`src/rtl/lmul_operand_fifo_if.sv`:
```
// Operand-pair handshake bundle between the upstream producer,
// the operand FIFO and the BF16 multiplier.
interface lmul_operand_fifo_if #(
  parameter int W = 16
);
  logic         s_valid;
  logic         s_ready;
  logic [W-1:0] s_a;
  logic [W-1:0] s_b;
  logic         o_valid;
  logic         o_ready;
  logic [W-1:0] o_a;
  logic [W-1:0] o_b;

  modport master (
    output s_valid, s_a, s_b, o_ready,
    input  s_ready, o_valid, o_a, o_b
  );

  modport slave (
    input  s_valid, s_a, s_b, o_ready,
    output s_ready, o_valid, o_a, o_b
  );
endinterface

```
`src/rtl/lmul_operand_fifo.sv`:
```
// First-word-fall-through FIFO of BF16 operand pairs feeding
// the multiplier; tracks fill level and delivered-pair count.
module lmul_operand_fifo #(
  parameter int DEPTH = 4,
  parameter int W     = 16
) (
  input  logic                     clk,
  input  logic                     rstn,
  input  logic                     flush,
  lmul_operand_fifo_if.slave       bus,
  output logic [$clog2(DEPTH):0]   o_level,
  output logic [15:0]              o_pairs
);
  localparam int AW = $clog2(DEPTH);
  localparam int LW = AW + 1;

  logic [2*W-1:0] r_mem [DEPTH];
  logic [AW-1:0]  r_wr;
  logic [AW-1:0]  r_rd;
  logic [LW-1:0]  r_level;
  logic [15:0]    r_pairs;

  logic           w_full;
  logic           w_empty;
  logic           w_push;
  logic           w_pop;
  logic [2*W-1:0] w_head;

  assign w_full  = (r_level == LW'(DEPTH));
  assign w_empty = (r_level == '0);

  // rstn gates s_ready so it is low while reset is held.
  assign bus.s_ready = rstn & ~w_full;
  assign bus.o_valid = ~w_empty;

  assign w_push = bus.s_valid & bus.s_ready & ~flush;
  assign w_pop  = bus.o_valid & bus.o_ready & ~flush;

  assign w_head  = r_mem[r_rd];
  assign bus.o_a = bus.o_valid ? w_head[2*W-1:W] : '0;
  assign bus.o_b = bus.o_valid ? w_head[W-1:0]   : '0;

  assign o_level = r_level;
  assign o_pairs = r_pairs;

  always_ff @(posedge clk) begin
    if (w_push) begin
      r_mem[r_wr] <= {bus.s_a, bus.s_b};
    end
  end

  always_ff @(posedge clk or negedge rstn) begin
    if (!rstn) begin
      r_wr    <= '0;
      r_rd    <= '0;
      r_level <= '0;
      r_pairs <= '0;
    end else if (flush) begin
      r_wr    <= '0;
      r_rd    <= '0;
      r_level <= '0;
    end else begin
      if (w_push) begin
        r_wr <= r_wr + AW'(1);
      end
      if (w_pop) begin
        r_rd    <= r_rd + AW'(1);
        r_pairs <= r_pairs + 16'd1;
      end
      unique case ({w_push, w_pop})
        2'b10:   r_level <= r_level + LW'(1);
        2'b01:   r_level <= r_level - LW'(1);
        default: r_level <= r_level;
      endcase
    end
  end
endmodule

```
`src/flat_wrapper.sv`:
```
// flat-port wrapper written by rule: the top's interface ports become plain ports
module lmul_operand_fifo_flat 
#(
  parameter int DEPTH = 4,
  parameter int W     = 16
)
  (clk, rstn, flush, o_level, o_pairs, bus_s_valid, bus_s_a, bus_s_b, bus_o_ready, bus_s_ready, bus_o_valid, bus_o_a, bus_o_b);
  lmul_operand_fifo_if #(.W(W)) bus_i ();
  input  logic clk;
  input  logic rstn;
  input  logic flush;
  output logic [$clog2(DEPTH):0] o_level;
  output logic [15:0] o_pairs;
  input wire logic [$bits(bus_i.s_valid)-1:0] bus_s_valid;
  input wire logic [$bits(bus_i.s_a)-1:0] bus_s_a;
  input wire logic [$bits(bus_i.s_b)-1:0] bus_s_b;
  input wire logic [$bits(bus_i.o_ready)-1:0] bus_o_ready;
  output wire logic [$bits(bus_i.s_ready)-1:0] bus_s_ready;
  output wire logic [$bits(bus_i.o_valid)-1:0] bus_o_valid;
  output wire logic [$bits(bus_i.o_a)-1:0] bus_o_a;
  output wire logic [$bits(bus_i.o_b)-1:0] bus_o_b;
  assign bus_i.s_valid = bus_s_valid;
  assign bus_i.s_a = bus_s_a;
  assign bus_i.s_b = bus_s_b;
  assign bus_i.o_ready = bus_o_ready;
  assign bus_s_ready = bus_i.s_ready;
  assign bus_o_valid = bus_i.o_valid;
  assign bus_o_a = bus_i.o_a;
  assign bus_o_b = bus_i.o_b;
  lmul_operand_fifo #(.DEPTH(DEPTH), .W(W)) u_core (.clk(clk), .rstn(rstn), .flush(flush), .bus(bus_i), .o_level(o_level), .o_pairs(o_pairs));
endmodule
```
`config.mk`:
```
export PLATFORM = sky130hd
export DESIGN_NAME = lmul_operand_fifo_flat
export DESIGN_NICKNAME = d
export VERILOG_FILES = /design/src/rtl/lmul_operand_fifo_if.sv /design/src/rtl/lmul_operand_fifo.sv /design/src/flat_wrapper.sv
export SDC_FILE = /design/constraint.sdc
export NUM_CORES = 1
export LEC_CHECK = 0
export ABC_AREA = 1
export BUFFER_PORTS_ARGS = -buffer_cell sky130_fd_sc_hd__buf_2
export CORE_MARGIN = 3
export CORE_UTILIZATION = 50
export DETAILED_ROUTE_END_ITERATION = 6
export PLACE_DENSITY = 0.74
export SLEW_MARGIN = 20
export SYNTH_ARGS = -nofsm -noshare
export SYNTH_HDL_FRONTEND = slang
export SYNTH_SLANG_ARGS = --single-unit
```
`constraint.sdc`:
```
create_clock -name clk -period 2.8 [get_ports clk]
set_input_delay 0.28 -clock clk [delete_from_list [all_inputs] [get_ports clk]]
set_output_delay 0.28 -clock clk [all_outputs]
set_load 0.01 [all_outputs]
```
Word-level counts from Yosys, hierarchy flattened
Memory sizes are Yosys's and may differ from the RTL's.
Cells that the tools add are included.
{ "word_totals": {"ramBits": 128, "mem_count": 1, "reg_bits": 23, "in_bits": 37} }
{ "mem_list": {"columns": ["name", "words", "width", "read_ports", "rd_ports_with_merged_regs", "wr", "line_no", "source"], "rows": [
  ["u_core.r_mem", 4, 32, 1, 0, 1, "lmul_operand_fifo.sv:17", "logic [2*W-1:0] r_mem [DEPTH];"]
]} }
{ "classes": {"mux": 10, "add_sub_neg": 5, "bitwise_logic": 8, "n_eq_ne": 3, "reduce_logical": 5} }
{ "ops": {"columns": ["op", "count"], "rows": [
  ["16-bit 2-to-1 mux", 2],
  ["16-bit by 1-bit adder with 16-bit output (second input constant)", 1],
  ["2-bit 2-to-1 mux", 4],
  ["3-bit one-hot mux with 2 select lines", 1],
  ["1-bit AND", 5],
  ["2-bit by 1-bit adder with 2-bit output (second input constant)", 2],
  ["2-bit nonzero test", 2],
  ["3-bit by 1-bit adder with 3-bit output (second input constant)", 1],
  ["3-bit == test (second input constant)", 1],
  ["3-bit zero test", 1],
  ["3-bit 2-to-1 mux", 1],
  ["1-bit inverter", 3],
  ["3-bit nonzero test", 1],
  ["3-bit by 1-bit subtractor with 3-bit output (second input constant)", 1],
  ["2-bit by 1-bit == test with 1-bit output (second input constant)", 1],
  ["2-bit == test (second input constant)", 1],
  ["1-bit 2-to-1 mux", 2],
  ["2-bit AND reduction", 1]
]} }

Longest topological paths before layout
{ "depth": {"ltp_word": 8, "depth_mapped": 13, "mapped_depth_nobuf": 13} }

Least setup slack after synthesis
Ideal clock, no wire load.
{ "synth_timing": {"kind": "reg-to-reg", "start": "register u_core.r_level[0] (netlist: u_core.o_level[0])", "end": "memory u_core.r_mem[2][0] (netlist name), enable pin", "stages_incl_launch_ff": 7, "synth_period_minus_slack_ps": 2765, "path_buffers": 0, "t_required_ps": 2379, "setup_ps": 421, "setup_slack_ps": 35, "arrival_time_ps": 2344, "path_cell_list": "dfrtp_1 > nor2_2 > nand2_1 > nand3_2 > nor2_1 > inv_1 > nor2_1"} }
{ "synth_between": {"elab_chain_len": 7} }
{ "synth_lines": {"columns": ["element", "line_no", "source"], "rows": [
  ["start, declared", "lmul_operand_fifo.sv:20", "logic [LW-1:0] r_level;"],
  ["start signal, assigned", "lmul_operand_fifo.sv:71", "2'b10: r_level <= r_level + LW'(1);"],
  ["start signal, assigned", "lmul_operand_fifo.sv:72", "2'b01: r_level <= r_level - LW'(1);"],
  ["start signal, assigned", "lmul_operand_fifo.sv:73", "default: r_level <= r_level;"],
  ["3-bit == test", "lmul_operand_fifo.sv:29", "assign w_full = (r_level == LW'(DEPTH));"],
  ["1-bit inverter", "lmul_operand_fifo.sv:33", "assign bus.s_ready = rstn & ~w_full;"],
  ["1-bit AND", "lmul_operand_fifo.sv:33", null],
  ["1-bit AND (2 in a row)", "lmul_operand_fifo.sv:36", "assign w_push = bus.s_valid & bus.s_ready & ~flush;"],
  ["1-bit 2-to-1 mux", "lmul_operand_fifo.sv:47", "if (w_push) begin"],
  ["1-bit 2-to-1 mux (not written as such)", "lmul_operand_fifo.sv:48", "r_mem[r_wr] <= {bus.s_a, bus.s_b};"],
  ["end, declared", "lmul_operand_fifo.sv:17", null]
]} }
No other way between the ends.

Final worst setup path
{ "layout_timing": {"start": "register u_core.r_rd[0]", "end": "output bus_o_b[15]"} }
{ "layout_between": {"elab_chain_len": 2} }
{ "layout_lines": {"columns": ["element", "line_no", "source"], "rows": [
  ["start, declared", "lmul_operand_fifo.sv:19", "logic [AW-1:0] r_rd;"],
  ["start signal, assigned", "lmul_operand_fifo.sv:67", "r_rd <= r_rd + AW'(1);"],
  ["memory 4 x 32 bit", null, null],
  ["16-bit 2-to-1 mux", "lmul_operand_fifo.sv:41", "assign bus.o_b = bus.o_valid ? w_head[W-1:0] : '0;"],
  ["end, declared", "flat_wrapper.sv:21", "output wire logic [$bits(bus_i.o_b)-1:0] bus_o_b;"]
]} }
No other way between the ends.

==> results.toml <==
[outcome]
status = "finished, final reports clean"

[timing]
holdWs_ns = 0.07477
rsz0062_at_grt = "false"
fin_skew_ns = 0.01007
worst_pin_slew_ns = 0.7066
maxSlewViolCount = 0
setup_viol = 0
final_hold_viol_count = 0
fin_crit_ns = 2.394
tns_ns = 0
fin_crit_sh_pct = 85.51
max_freq_ghz = 0.4177
slew_headroom_pct = 52.89

[grt]
overflow = 0
antenna_found_initial = 0
grt_usage_pct = 19.72
grt_max_degree = 66
grt_pass1_wl_um = 21530
grt_pass1_vias = 4283

[final_layout]
nFillCells = 970
area_growth_pct = 19.36
regArea_um2 = 4420
fin_nets = 692
drive_gt1_share_pct = 22.88
multi_input_area_um2 = 1738

[setup_path]
cp.arrival_ns = 2.11
cp_top_family = "buffers and inverters"
cpPeakStageDelay_ns = 0.57
crit_path_top_delay_cell = "buf_4"
required_ns = 2.52
end_kind = "output pin"
worstPathBufferInverterCount = 2
start_kind = "flop"
worstPathCellList = "buf_4 > nor2_1 > nor2_1 > o21ai_0 > a21oi_1 > buf_2"
path_max_fanout = 65
cp_common_cell = "nor2_1"
cp-startpoint = "u_core.r_rd[0]"
critPathKind = "reg -> out"
regToRegStartpoint = "u_core.o_level[0]"

[synth]
synth_edf_count = 128
synth.top_cell.area_share_pct = 60.50
ys_types = 28
synth_warnings = 0
yosys-top-cells-area = "edfxtp_1 60%, dfrtp_1 9.1%, nor2_1 8.6%, o21ai_1 4.3%, nand2_1 3.1%"
async_flop_share_pct = 15.23
synth.largest_area_cell = "edfxtp_1"
synthMostInstantiatedCell = "nor2_1"
ys_ff_latch = 151
yosysSeqAreaShare_pct = 69.55
synthCells = 554
synth_flop_cell = "edfxtp_1"
syn-cell-area_um2 = 6354
synth_commonest_cells = "145 x nor2_1, 128 x edfxtp_1, 55 x o21ai_1"
synth_nets = 597
avgSynthCellArea_um2 = 11.47

[cts]
clock_sinks = 151
clock_latency_ns = 0.42
cts.htree.levels = 4
clk_path_buf_depth = 2
cts-root-buf = "clkbuf_16"
cts_tree = "done"
cts_setup_buffers = 0
cts_buffers = 17
clk_pin_slew_ns = 0.06

[worst_hold_path]
min_from = "bus_s_a[3]"
min_path_type = "in -> reg"

[floorplan]
initial_core_util_pct = 52.03
die_h_um = 118.7
coreArea_um2 = 12210
die_w_um = 118.7
dieArea_um2 = 14100
row_count = 40
io_pins = 90

[power]
ir_worst_vdd_mv = 0.3543
leakage_uw = 0.002960
pwr_density_cell_nw_per_um2 = 857.0

[detailed_routing]
ant_nets = 0
wl_per_cell_um = 16.29
totalWireLength_um = 13510
drt-met1-wl_um = 5687
dr.max_layer_used = "met4"
wl_met3_um = 857
drt_iter0_drc = 391
vias = 4369
met2_length_um = 6678
drc_errors = 0
first_pass_iters = 4
viasPerCell = 5.270

[placed_design]
port_buffers = 89
place_hpwl_um = 8506
gp_congestion = 0.8736

[job]
maxCapViolCount = 0
==> where the power goes <==
group | switching, uW | internal [uW]
registers | 96.9 | 2560
logic | 1150 | 593
clock network | 813 | 1290
total | 2060 | 4440
==> cells in the final DEF (no fill, tap or decap), types with 2 or more instances in the layout <==
cell	n
nor2_1	141
nor2_4	5
nand3_2	2
bufinv_16	2
ha_1	5
clkinv_4	2
dfrtp_1	22
nand3_1	10
inv_2	5
o21ai_0	17
nand2_4	5
buf_2	89
nor3_1	3
clkinv_2	5
nor2_2	3
nand4_1	3
edfxtp_1	128
inv_1	18
a21oi_1	34
clkbuf_16	17
o21ai_1	55
clkinv_1	2
xnor2_1	5
nor3_2	2
buf_4	9
nand2_1	52
buf_12	3
xor2_1	8
clkbuf_1	2
==> worst paths after layout <==
check	cells past startpoint	slack (ns)	to
max in group asynchronous	3	2.09	u_core.r_rd[0]
setup reg to reg	7	0.69	u_core.r_mem[3][24]
hold / removal	1	0.07	u_core.r_mem[3][19]
hold reg to reg	1	0.51	u_core.o_pairs[3]
min in group asynchronous	3	0.45	u_core.o_pairs[15]
setup / recovery	6	0.41	bus_o_b[15]
==> layout make-up <==
cell class	count	share of cell area, %
flip-flops and latches	151	58.29
multi-input cells	354	22.92
repair buffers	102	7.689
clock buffers	19	5.709
well taps	168	2.772
clock inverters	11	1.452
inverters	23	1.138
diodes	1	0.03300
==> flip-flops by register name (all words and copies together) (netlist names) <==
signal          flops
u_core.r_wr         2
u_core.r_mem      128
u_core.o_pairs     16
u_core.r_rd         2
u_core.o_level      3
==> kinds of logic after synthesis <==
logic type                 share of synthesized area, %
adders and majority gates                         1.300
buffers and inverters                             3.564
AOI/OAI and AO/OA                                 8.468
DFF                                               69.55
and+or+nand+nor                                   15.32
xor gates and xnor gates                          1.792
==> timing repair <==
item	CTS	global route
hold endpoints to repair	23	0
hold buffers	1	0
gates resized for setup	0	0
==> routing by layer <==
layer	GRT usage, %	vias to the layer above
met5	0	-
met3	5.598	26
met1	25.15	2071
li1	-	2093
met4	7.458	0
met2	32.18	179
==> metrics by stage <==
step           worst slack (ns)  cells  util, %  cell area (um^2)  total power [uW]
3_3_place_gp             0.7708    797    57.55              7028              4398
3_5_place_dp             0.6937    797    57.55              7028              4440
6_report                 0.4058    829    62.10              7584              6499
5_1_grt                  0.2311    828    62.08              7581              6832
2_1_floorplan           0.03527    554        -              6354              3803
4_1_cts                  0.4212    828    62.08              7581              6549
Note: power is estimated with default switching activity, not from simulation.
